--- src/rtl/reg_wr_pkg.sv ---
`default_nettype none
// ============================================================================
//  Module      : reg_wr_pkg
//  Description : Shared defaults and FSM state encoding for the register
//                file write-side front end.
//  Revision    : 1.0 - initial release
// ============================================================================
package reg_wr_pkg;

    localparam int c_DATA_W     = 64;
    localparam int c_ADDR_W     = 2;
    localparam int c_FIFO_DEPTH = 4;

    typedef enum logic [1:0] {
        ST_IDLE  = 2'd0,
        ST_WRITE = 2'd1,
        ST_CHECK = 2'd2
    } state_e;

endpackage : reg_wr_pkg
`default_nettype wire

--- src/rtl/sync_fifo.sv ---
`default_nettype none
// ============================================================================
//  Module      : sync_fifo
//  Description : Single-clock first-word-fall-through FIFO. Pointers carry an
//                extra wrap bit so full and empty are told apart without a
//                separate occupancy counter.
//  Revision    : 1.0 - initial release
// ============================================================================
module sync_fifo #(
    parameter int WIDTH = 8,
    parameter int DEPTH = 4
) (
    input  logic             clk,
    input  logic             rst_n,
    input  logic             i_push,
    input  logic             i_pop,
    input  logic [WIDTH-1:0] i_wdata,
    output logic [WIDTH-1:0] o_rdata,
    output logic             o_full,
    output logic             o_empty
);

    localparam int c_AW = $clog2(DEPTH);

    logic [c_AW:0]      r_wr_ptr;
    logic [c_AW:0]      r_rd_ptr;
    logic [WIDTH-1:0]   r_mem [DEPTH];
    logic               w_push;
    logic               w_pop;

    // Full: same slot, opposite lap. Empty: identical pointers.
    assign o_full  = (r_wr_ptr[c_AW] != r_rd_ptr[c_AW]) &&
                     (r_wr_ptr[c_AW-1:0] == r_rd_ptr[c_AW-1:0]);
    assign o_empty = (r_wr_ptr == r_rd_ptr);

    // Guard against overflow/underflow so a misbehaving caller cannot corrupt state
    assign w_push  = i_push && !o_full;
    assign w_pop   = i_pop  && !o_empty;

    assign o_rdata = r_mem[r_rd_ptr[c_AW-1:0]];

    // Storage array; contents need no reset because empty gates every read
    always_ff @(posedge clk) begin
        if (w_push) begin
            r_mem[r_wr_ptr[c_AW-1:0]] <= i_wdata;
        end
    end

    // Pointer advance; push and pop in the same cycle both take effect
    always_ff @(posedge clk or negedge rst_n) begin
        if (!rst_n) begin
            r_wr_ptr <= '0;
            r_rd_ptr <= '0;
        end else begin
            if (w_push) begin
                r_wr_ptr <= r_wr_ptr + 1'b1;
            end
            if (w_pop) begin
                r_rd_ptr <= r_rd_ptr + 1'b1;
            end
        end
    end

endmodule : sync_fifo
`default_nettype wire

--- src/rtl/reg_write_ctrl.sv ---
`default_nettype none
// ============================================================================
//  Module      : reg_write_ctrl
//  Description : Buffers write requests, drives the register file write port
//                one request at a time, reads each write back and reports
//                completion plus a sticky mismatch error.
//  Revision    : 1.0 - initial release
// ============================================================================
module reg_write_ctrl
    import reg_wr_pkg::*;
#(
    parameter int DATA_W     = c_DATA_W,
    parameter int ADDR_W     = c_ADDR_W,
    parameter int FIFO_DEPTH = c_FIFO_DEPTH
) (
    input  logic              clk,
    input  logic              rst_n,
    input  logic              i_req_valid,
    output logic              o_req_ready,
    input  logic [ADDR_W-1:0] i_req_addr,
    input  logic [DATA_W-1:0] i_req_data,
    output logic              o_rf_write_en,
    output logic [ADDR_W-1:0] o_rf_addr,
    output logic [DATA_W-1:0] o_rf_data,
    input  logic [DATA_W-1:0] i_rf_rdata,
    output logic              o_done_valid,
    output logic [ADDR_W-1:0] o_done_addr,
    output logic              o_err,
    output logic [ADDR_W-1:0] o_err_addr,
    input  logic              i_err_clr,
    output logic              o_busy
);

    localparam int c_WORD_W = ADDR_W + DATA_W;

    state_e              r_state;
    logic                r_we;
    logic [ADDR_W-1:0]   r_addr;
    logic [DATA_W-1:0]   r_data;
    logic                r_done_valid;
    logic [ADDR_W-1:0]   r_done_addr;
    logic                r_err;
    logic [ADDR_W-1:0]   r_err_addr;

    logic                w_full;
    logic                w_empty;
    logic                w_push;
    logic                w_pop;
    logic [c_WORD_W-1:0] w_head;
    logic [ADDR_W-1:0]   w_head_addr;
    logic [DATA_W-1:0]   w_head_data;
    logic                w_mismatch;

    assign o_req_ready = !w_full;
    assign w_push      = i_req_valid && !w_full;

    // A new request is taken whenever the FSM is ready to start a write
    assign w_pop       = ((r_state == ST_IDLE) || (r_state == ST_CHECK)) && !w_empty;

    assign w_head_addr = w_head[DATA_W +: ADDR_W];
    assign w_head_data = w_head[DATA_W-1:0];

    // Read-back is valid only in CHECK, one cycle after the write landed
    assign w_mismatch  = (r_state == ST_CHECK) && (i_rf_rdata != r_data);

    sync_fifo #(
        .WIDTH (c_WORD_W),
        .DEPTH (FIFO_DEPTH)
    ) u_req_fifo (
        .clk     (clk),
        .rst_n   (rst_n),
        .i_push  (w_push),
        .i_pop   (w_pop),
        .i_wdata ({i_req_addr, i_req_data}),
        .o_rdata (w_head),
        .o_full  (w_full),
        .o_empty (w_empty)
    );

    // Sequencer: IDLE -> WRITE -> CHECK, chaining straight into WRITE when work remains
    always_ff @(posedge clk or negedge rst_n) begin
        if (!rst_n) begin
            r_state      <= ST_IDLE;
            r_we         <= 1'b0;
            r_addr       <= '0;
            r_data       <= '0;
            r_done_valid <= 1'b0;
            r_done_addr  <= '0;
        end else begin
            r_done_valid <= 1'b0;
            case (r_state)
                ST_IDLE: begin
                    if (w_pop) begin
                        r_state <= ST_WRITE;
                        r_we    <= 1'b1;
                        r_addr  <= w_head_addr;
                        r_data  <= w_head_data;
                    end
                end
                ST_WRITE: begin
                    r_state <= ST_CHECK;
                    r_we    <= 1'b0;
                end
                ST_CHECK: begin
                    // Completion is reported whether or not the read-back matched
                    r_done_valid <= 1'b1;
                    r_done_addr  <= r_addr;
                    if (w_pop) begin
                        r_state <= ST_WRITE;
                        r_we    <= 1'b1;
                        r_addr  <= w_head_addr;
                        r_data  <= w_head_data;
                    end else begin
                        r_state <= ST_IDLE;
                    end
                end
                default: begin
                    r_state <= ST_IDLE;
                    r_we    <= 1'b0;
                end
            endcase
        end
    end

    // Sticky error keeps the first failing address; a fresh mismatch beats a clear
    always_ff @(posedge clk or negedge rst_n) begin
        if (!rst_n) begin
            r_err      <= 1'b0;
            r_err_addr <= '0;
        end else if (w_mismatch && (!r_err || i_err_clr)) begin
            r_err      <= 1'b1;
            r_err_addr <= r_addr;
        end else if (i_err_clr) begin
            r_err      <= 1'b0;
            r_err_addr <= '0;
        end
    end

    assign o_rf_write_en = r_we;
    assign o_rf_addr     = r_addr;
    assign o_rf_data     = r_data;
    assign o_done_valid  = r_done_valid;
    assign o_done_addr   = r_done_addr;
    assign o_err         = r_err;
    assign o_err_addr    = r_err_addr;
    assign o_busy        = !w_empty || (r_state != ST_IDLE);

endmodule : reg_write_ctrl
`default_nettype wire
--- config.mk ---
export PLATFORM = sky130hd
export DESIGN_NAME = reg_write_ctrl
export DESIGN_NICKNAME = d
export VERILOG_FILES = /design/src/rtl/reg_wr_pkg.sv /design/src/rtl/sync_fifo.sv /design/src/rtl/reg_write_ctrl.sv
export SDC_FILE = /design/constraint.sdc
export NUM_CORES = 1
export LEC_CHECK = 0
export CAP_MARGIN = 20
export CORE_MARGIN = 4
export CORE_UTILIZATION = 28
export DETAILED_ROUTE_END_ITERATION = 16
export GPL_TIMING_DRIVEN = 0
export HOLD_SLACK_MARGIN = 0.05
export SLEW_MARGIN = 20
export SYNTH_ARGS = -nofsm -noshare
export SYNTH_HDL_FRONTEND = slang
export SYNTH_SLANG_ARGS = --single-unit
--- constraint.sdc ---
create_clock -name clk -period 3.6 [get_ports clk]
set_input_delay 0.54 -clock clk [delete_from_list [all_inputs] [get_ports clk]]
set_output_delay 0.54 -clock clk [all_outputs]
set_load 0.02 [all_outputs]
# Yosys cells after proc, flatten, opt, wreduce, memory -nomap -nowiden
# Memories as Yosys holds them, arrays and structs flattened. A register that Yosys moved wholly into a read port is not among the register bits.
# Index checks and enable logic that the tools add are counted.
classes:
  reduce_logical: 19
  n_eq_ne: 8
  mux: 12
  addsub: 2
op_table:
  columns: ["operator", "count"]
  rows:
  - ["$ne 64x64->1", 1]
  - ["$mux 1", 8]
  - ["$logic_and 1x1->1", 7]
  - ["$add 3x1->3 const B", 2]
  - ["$mux 2", 3]
  - ["$pmux 2 s3", 1]
  - ["$logic_not 1->1", 4]
  - ["$ne 2x1->1 const B", 2]
  - ["$reduce_bool 2->1", 2]
  - ["$eq 3x3->1", 1]
  - ["$logic_or 1x1->1", 3]
  - ["$eq 2x1->1 const B", 1]
  - ["$eq 2x2->1", 1]
  - ["$eq 2x2->1 const B", 1]
  - ["$logic_not 2->1", 1]
  - ["$reduce_and 2->1", 1]
  - ["$reduce_or 2->1", 1]
  - ["$ne 1x1->1", 1]
totals:
  input_bits: 134
  out_inout_bits: 75
  mem_bits_rw: 264
  n_memories: 1
  regBits: 15
memory_table:
  columns: ["name", "words", "width", "read_ports", "rd_ports_with_merged_regs", "write_ports", "line_no", "rtl"]
  rows:
  - ["u_req_fifo.r_mem", 4, 66, 1, 1, 1, "sync_fifo.sv:27", "logic [WIDTH-1:0] r_mem [DEPTH];"]

# Logic depth before layout (Yosys ltp)
logic_depth:
  depth_word: 7
  depth_mapped: 7
  mapped_depth_nobuf: 6

# Cells and area by module
# A second synthesis with hierarchy kept.
hier_totals:
  cells_unflattened: 647
  area_unflattened_um2: 13500.4
modules_own_cells:
  columns: ["mod", "seq_area_each_um2", "instances", "area_per_inst_um2", "cells_per_inst"]
  rows:
  - ["sync_fifo", 8077.7, 1, 10007.1, 394]
  - ["reg_write_ctrl", 1876.8, 1, 3493.4, 253]

# Worst setup path before layout
# Ideal clock, no wire load.
synth_path:
  kind: "register -> register"
  start: "register u_req_fifo.r_rd_ptr[0]"
  end: "memory u_req_fifo.r_mem[3][0] (netlist name) (enable)"
  path_buffers: 1
  slack_ps: 496
  setup_time_ps: 433
  t_required_ps: 3167
  arrival_time_ps: 2671
  path_stages_with_launch: 6
  cell_sequence: "dfrtp_1 buf_6 xor2_1 nor2_1 nand2_1 and3_1"
synth_between:
  elab_chain_len: 7
synth_rtl:
  columns: ["element", "line_no", "rtl"]
  rows:
  - ["start, declared", "sync_fifo.sv:26", "logic [c_AW:0] r_rd_ptr;"]
  - ["start signal, assigned", "sync_fifo.sv:59", "r_rd_ptr <= r_rd_ptr + 1'b1;"]
  - ["$eq 2x2->1 *", "sync_fifo.sv:33", "(r_wr_ptr[c_AW-1:0] == r_rd_ptr[c_AW-1:0]);"]
  - ["$logic_and 1x1->1 *", "sync_fifo.sv:32", "assign o_full = (r_wr_ptr[c_AW] != r_rd_ptr[c_AW]) &&"]
  - ["$logic_not 1->1 *", null, null]
  - ["named net o_req_ready", "reg_write_ctrl.sv:19", "output logic o_req_ready,"]
  - ["$logic_and 1x1->1", "reg_write_ctrl.sv:55", "assign w_push = i_req_valid && !w_full;"]
  - ["$logic_and 1x1->1 *", "sync_fifo.sv:37", "assign w_push = i_push && !o_full;"]
  - ["$mux 1 *", "sync_fifo.sv:44", "if (w_push) begin"]
  - ["$mux 1 (implied by the code) *", "sync_fifo.sv:45", "r_mem[r_wr_ptr[c_AW-1:0]] <= i_wdata;"]
  - ["end, declared", "sync_fifo.sv:27", null]
# Mark *: on every way through the listed nets, which the timed path passes. The rest lies on a longest branch.

# Worst setup path after layout
layout_path:
  start: "register r_data[57] (netlist: o_rf_data[57])"
  end: "register r_err_addr[1] (netlist: o_err_addr[1])"
layout_between:
  elab_chain_len: 4
  elab_cells_between_ends: 5
  cone_classes: "1 x eq/ne; 1 x mux; 3 x reduce/logical"
layout_rtl:
  columns: ["element", "line_no", "rtl"]
  rows:
  - ["start, declared", "reg_write_ctrl.sv:39", "logic [DATA_W-1:0] r_data;"]
  - ["start signal, assigned", "reg_write_ctrl.sv:97", "r_data <= w_head_data;"]
  - ["start signal, assigned", "reg_write_ctrl.sv:112", "r_data <= w_head_data;"]
  - ["$ne 64x64->1 *", "reg_write_ctrl.sv:64", "assign w_mismatch = (r_state == ST_CHECK) && (i_rf_rdata != r_data);"]
  - ["$logic_and 1x1->1 *", "reg_write_ctrl.sv:64", null]
  - ["$logic_and 1x1->1 *", "reg_write_ctrl.sv:130", "end else if (w_mismatch && (!r_err || i_err_clr)) begin"]
  - ["$mux 2 or $reduce_bool 2->1 (tied branches)", null, null]
  - ["end signal, assigned", "reg_write_ctrl.sv:132", "r_err_addr <= r_addr;"]
  - ["end, declared", "reg_write_ctrl.sv:43", "logic [ADDR_W-1:0] r_err_addr;"]
# Mark *: on every way between the ends. The rest lies on a longest branch, timed or not.
# A chain may end at the register's enable or synchronous reset.

==> summary.txt <==
Timing
  • Setup Viol. Count Final: 0
  • Crit path time final: roughly 3.1 ns
  • Max-slew violation count: 0
  • Final period utilization: 0.872
  • Worst slew margin: 0.289
  • RSZ-0062 raised after global routing: false
  • Worst Tran Pin Value: between 1 and 1.5 ns
  • Clock Skew: 0.0240 ns
  • Final Hold Fails: 0
  • Worst hold slack: about 0.45 ns
  • Post-route setup slack: approximately 0.46 ns
  • FMAX: 318 MHz

Clock network
  • CTS tree: yes
  • Clk sinks: between 300 and 400
  • Clock transition at path regs: 0.06 ns
  • H-tree levels: 2
  • Worst-Skew Late Latency: 0.55 ns
  • Hold Buf Count CTS: 1
  • CTS Buffer Depth: 3
  • Post_cts resized: 0
  • Clock root buffer: clkbuf_16
  • # Post-CTS Setup Buffers: 0
  • Number of buffers created by CTS: 40

Floorplan
  • Die area: approximately 52000 um2
  • Row count: 80
  • Ports: 209
  • Core area: between 40000 and 50000 um2
  • Chip width: roughly 230 um
  • Initial Util: 0.285
  • Die height: around 230 um

Logic synthesis
  • Register bit total from synthesis: 345
  • Mapped Nets: about 770
  • Synth cell types: 26
  • Avg Inst Size Synth: approximately 22 um2
  • Mapped cell area: 13600 um2
  • Sequential share of the synthesized area: 0.730
  • Yosys warnings: 0
  • Synthesized instance count: between 600 and 700

Power and ir drop
  • Leakage Power: 6.30 nW
  • P_int: between 10 and 15 mW
  • Power Density: between 900 and 1000 nW/um2
  • Peak VDD IR: about 0.00039 V
  • Clock share of power: 0.249
  • Reg power frac: 0.366
  • Switching Share: 0.315
  • P_sw: about 5.4 mW
  • Logic gate share of total power: 0.385

Cells and area
  • Proportion of layout cells with a drive suffix above 1: 0.251
  • Area delta synth->final: 32.5%
  • Antenna diodes: 0
  • Final net count: 1025
  • Most frequent cells in the layout: edfxtp_1 (264), clkdlybuf4s50_1 (207), dfrtp_1 (81)
  • Final non-filler cell area: approximately 18000 um2
  • Commonest non-fill, non-tap cell in the layout: edfxtp_1

Worst setup path
  • Critical Path AT: between 3 and 4 ns
  • Critical path's top delay family: simple AND/OR/NAND/NOR gates
  • Crit-path slowest cell: nor4_1
  • Reg2Reg Depth: 6
  • Endpoint class of the critical path: register
  • Req. time, crit path: approximately 4.0 ns
  • Terminus of the critical flop-to-flop path: o_err_addr[1]
  • Crit Path Class: register to register
  • Crit path buffers/inverters: 0
  • CP most frequent cell: nand4_1
  • Critical-path cell list: xnor2_1 > nand4_1 > nor4_1 > nand4_1 > nand3_1 > mux2_2
  • Slowest Stage Delay on Critical Path: 0.93 ns
  • Critical path startpoint category: register
  • FF-to-FF setup slack: 0.46 ns
  • CP max FO: 3
  • RR Startpoint: o_rf_data[57]

Run status
  • Status: complete, no violations

Global route
  • Initial antenna violation count: 5
  • Vias in the first global route: 7396
  • Grt total ovfl: 0
  • Pin count of the biggest net entering global routing: 57
  • Total track usage: 0.134
  • First-pass GRT wire length: roughly 51000 um

Place
  • Port bufs: 208
  • DP HPWL: ~24000 um
  • Placed cell area: about 17000 um2
  • Final Wtd Congestion: 0.681
  • Place WS: -0.253 ns

Detailed routing
  • Via count: about 6800
  • Routed WL: approximately 35000 um
  • Via density: between 4 and 5
  • DRC violations left: 0
  • Post-DRT Antenna Nets: 0
  • Drt pass-1 iters: 5
  • Wire per inst: around 23 um
  • DR iter-0 viols: 295

Min path
  • Hold path start: r_state[1]
  • WHS Endpoint: r_state[1]
  • WHS Path Cells: 1
  • Hold Path Class: register to register

Job
  • Total of max-cap violations: 0
-- per-stage QoR --
step                      instances   util  power [mW]  setup TNS, ns
final                          1533  0.377        17.2              0
after global routing           1533  0.377        18.1              0
after CTS                      1533  0.377        17.6              0
after detailed placement       1458  0.348        13.2         -0.502
after global placement         1451  0.344        13.1        -490.24
after floorplan                 628      -        10.5              0
-- synthesized netlist by cell type --
cell / n / area share
o21ai_0: 1 / 0.00037
and2_1: 1 / 0.00046
a21oi_1: 1 / 0.00037
ha_1: 5 / 0.0046
mux4_2: 66 / 0.11
mux2_2: 4 / 0.0033
xor2_1: 5 / 0.0032
nor2_1: 2 / 0.00055
nand4_1: 17 / 0.0078
nand2_1: 6 / 0.0017
inv_1: 3 / 0.00083
nor4_1: 4 / 0.0018
nor2_4: 1 / 0.00083
dfrtp_1: 81 / 0.15
nand3_1: 1 / 0.00037
and3_1: 4 / 0.0018
buf_2: 8 / 0.0029
nor2b_1: 4 / 0.0018
edfxtp_1: 264 / 0.58
nor3_2: 1 / 0.00073
mux2_4: 67 / 0.074
buf_6: 11 / 0.0091
buf_12: 1 / 0.0015
clkbuf_1: 3 / 0.00083
nand2b_1: 1 / 0.00046
xnor2_1: 66 / 0.042
-- per-layer routing --
metal | global-route usage | share of wire | vias up
li1 | - | - | 3023
met1 | 0.176 | 0.44 | 3507
met2 | 0.219 | 0.48 | 202
met3 | 0.0413 | 0.069 | 50
met4 | 0.0279 | 0.016 | 6
met5 | 0 | 0.0014 | -
-- sequential cells by signal (all words and copies together), names as in the netlist --
| name | cells |
|---|---|
| r_state | 2 |
| o_rf_data | 64 |
| o_rf_addr | 2 |
| o_rf_write_en | 1 |
| u_req_fifo.r_rd_ptr | 3 |
| o_done_valid | 1 |
| u_req_fifo.r_wr_ptr | 3 |
| u_req_fifo.r_mem | 264 |
| o_err_addr | 2 |
| o_err | 1 |
| o_done_addr | 2 |
-- worst register-to-register path, delay by kind of cell (launching register included) --
kind             cells  cell delay, ns
XOR/XNOR             1            0.53
multiplexers         1            0.35
AND/OR/NAND/NOR      4            1.73
flip-flops           1            0.42
-- logic make-up after synthesis --
kind of cell	Yosys count	synth area share
multiplexers	137	0.186
AO/OA/AOI/OAI	2	0.000733
buffers and inverters	26	0.0151
XOR/XNOR	71	0.0456
flip-flops	345	0.730
AND/OR/NAND/NOR	42	0.0183
adder cells (fa/ha/maj)	5	0.00459
-- power by group through the flow --
| stage | clock network [mW] | logic (mW) | registers [mW] |
|---|---|---|---|
| 2_1_floorplan | 0 | 3.84 | 6.66 |
| 3_3_place_gp | 0 | 6.60 | 6.46 |
| 3_5_place_dp | 0 | 6.80 | 6.39 |
| 4_1_cts | 4.41 | 6.82 | 6.32 |
| 5_1_grt | 4.60 | 7.06 | 6.42 |
| 6_report | 4.27 | 6.61 | 6.29 |
-- how the worst max path moves through the flow --
stage | cells past startpoint | end | start
2_1_floorplan | 5 | u_req_fifo.r_mem[3][0] | u_req_fifo.r_rd_ptr[0]
3_3_place_gp | 1 | o_rf_data[2] | rst_n
3_5_place_dp | 7 | o_err_addr[1] | i_rf_rdata[57]
4_1_cts | 6 | o_err_addr[0] | o_rf_data[57]
5_1_grt | 6 | o_err_addr[0] | o_rf_data[57]
6_report | 6 | o_err_addr[1] | o_rf_data[57]
-- final cells by class --
type / instances / area (um2)
fillers: 4416 / 29900
flip-flops and latches: 345 / 9950
multi-input cells: 257 / 3500
repair buffers: 216 / 2250
clock buffers: 56 / 1110
well taps: 615 / 769
clock inverters: 18 / 279
plain buffers: 23 / 195
inverters: 3 / 11.3
No activity file was read; power rests on OpenSTA's default activity.
==> RTL edit, RTL diff (config.mk and constraints unchanged) <==
Reset style: synchronous (`rst_n`), changed in 3 clocked blocks.
--- a/src/rtl/sync_fifo.sv
+++ b/src/rtl/sync_fifo.sv
@@ -47,7 +47,7 @@
     end
 
     // Pointer advance; push and pop in the same cycle both take effect
-    always_ff @(posedge clk or negedge rst_n) begin
+    always_ff @(posedge clk) begin
         if (!rst_n) begin
             r_wr_ptr <= '0;
             r_rd_ptr <= '0;
--- a/src/rtl/reg_write_ctrl.sv
+++ b/src/rtl/reg_write_ctrl.sv
@@ -78,7 +78,7 @@
     );
 
     // Sequencer: IDLE -> WRITE -> CHECK, chaining straight into WRITE when work remains
-    always_ff @(posedge clk or negedge rst_n) begin
+    always_ff @(posedge clk) begin
         if (!rst_n) begin
             r_state      <= ST_IDLE;
             r_we         <= 1'b0;
@@ -123,7 +123,7 @@
     end
 
     // Sticky error keeps the first failing address; a fresh mismatch beats a clear
-    always_ff @(posedge clk or negedge rst_n) begin
+    always_ff @(posedge clk) begin
         if (!rst_n) begin
             r_err      <= 1'b0;
             r_err_addr <= '0;
Formal check against the unedited RTL: differs if rst_n is asserted again (counterexample within 4 cycles, from zero or initial values and one cycle with rst_n low); with rst_n held inactive, the same outputs for 4 cycles.
==> RTL edit against the unedited design <==
Clock power shrank 8.9%. Largest power group is now registers. Sequential share of layout area shrank 1.3 points. Total power is 22% lower. Highest routed layer unchanged. Routed wire length rose by 5.7%. Design area down 1.7%. Count of clock-buffer cells in the layout is 1 lower. Global-route usage rose by 0.59 points. Synthesized area fell by 0.92%. Worst setup slack improved by 0.28 ns. Sequential cell count unchanged.
==> RTL edit: results (changes against the unedited design) <==
[status]
status=completed

[finish]
fin_cells=1689  ; +10%
multiInputGateArea_mm2=0.00369  ; +5.4%
drive_above_1_share_pct=17.9  ; -7.2 points

[route]
route.met2.wl_um=17900  ; +7.5%
drtIter0Drc=503  ; +71%
vias=7538  ; +11%
wl_met1_um=15700  ; +3.3%
met3_length_um=2220  ; -7.3%

[place]
detailedPlace.worstSlack_ns=0.660  ; +0.913 ns
dp_cells=1619  ; +11%
port_buffers=207  ; -0.48%

[synth]
ys_seq_area_share_pct=70.6  ; -2.3 points
synthAdderAreaFrac_pct=0.463  ; +0.0042 points
synth.area.mux_share_pct=11.3  ; -7.3 points
synth.area.top_cells=edfxtp_1, dfxtp_1, mux4_2, xnor2_1, nand2_1
synth_xor_xnor_area_share_pct=4.71  ; +0.15 points
syn-num-nets=931  ; +21%
netlist-cell-type-count=34  ; +31%

[power_and_ir_drop]
p_leak_nw=5.71  ; -9.5%
switchingPower_mw=4.29  ; -21%

[global_route]
grt_max_degree=42  ; -26%
grtUsageMet2_pct=23.0  ; +1.1 points
antenna_found_initial=4  ; -1

[cts]
cts_inserted_buffers=38  ; -5.0%

[critical_path]
worstPathMaxFanout=5  ; +2

==> RTL edit: power by group through the flow <==
| stage | clock [mW] | combinational [mW] | sequential, mW |
|---|---|---|---|
| after floorplan | 0 | 2.19 | 5.57 |
| after global placement | 0 | 4.31 | 5.36 |
| after detailed placement | 0 | 4.36 | 5.35 |
| after CTS | 4.01 | 4.38 | 5.26 |
| after global routing | 4.18 | 4.59 | 5.31 |
| final | 3.89 | 4.25 | 5.25 |
==> RTL edit: path summary, 6_finish.rpt <==
path	end	slack [ns]	startpoint
setup reg to reg	u_req_fifo.r_mem[2][19]$_DFFE_PP_	1.40	u_req_fifo.r_rd_ptr[1]$_SDFFE_PN0P_
hold / removal	r_state[1]$_SDFFE_PN0P_	0.42	r_state[1]$_SDFFE_PN0P_
hold reg to reg	r_state[1]$_SDFFE_PN0P_	0.42	r_state[1]$_SDFFE_PN0P_
setup / recovery	o_busy	0.74	u_req_fifo.r_rd_ptr[0]$_SDFFE_PN0P_
==> RTL edit: area by class of cell <==
cell class / instances / area share, %
antenna: 1 / 0.0141
buffer: 41 / 1.63
clock buffer: 55 / 6.24
clock inverter: 14 / 0.824
inverter: 2 / 0.0423
multi-input combinational: 404 / 20.8
sequential: 345 / 53.8
tap: 615 / 4.33
timing repair buffer: 212 / 12.4
==> RTL edit: cells by family (layout without fill, tap and decap cells) <==
group / after synthesis / after routing
xor+xnor: 71 / 71
buf+inv: 43 / 324
fa+ha+maj: 5 / 5
mux: 70 / 70
flops: 345 / 345
compound gates: 69 / 69
other cells: 0 / 1
simple gates: 189 / 189
==> RTL edit: worst max-delay path, stage by stage, from the launching register on <==
cell and delay, ns:
dfxtp_1 0.34, buf_2 0.23, xnor2_2 0.15, nand3b_2 0.13, or3_1 0.33, clkdlybuf4s50_1 0.60
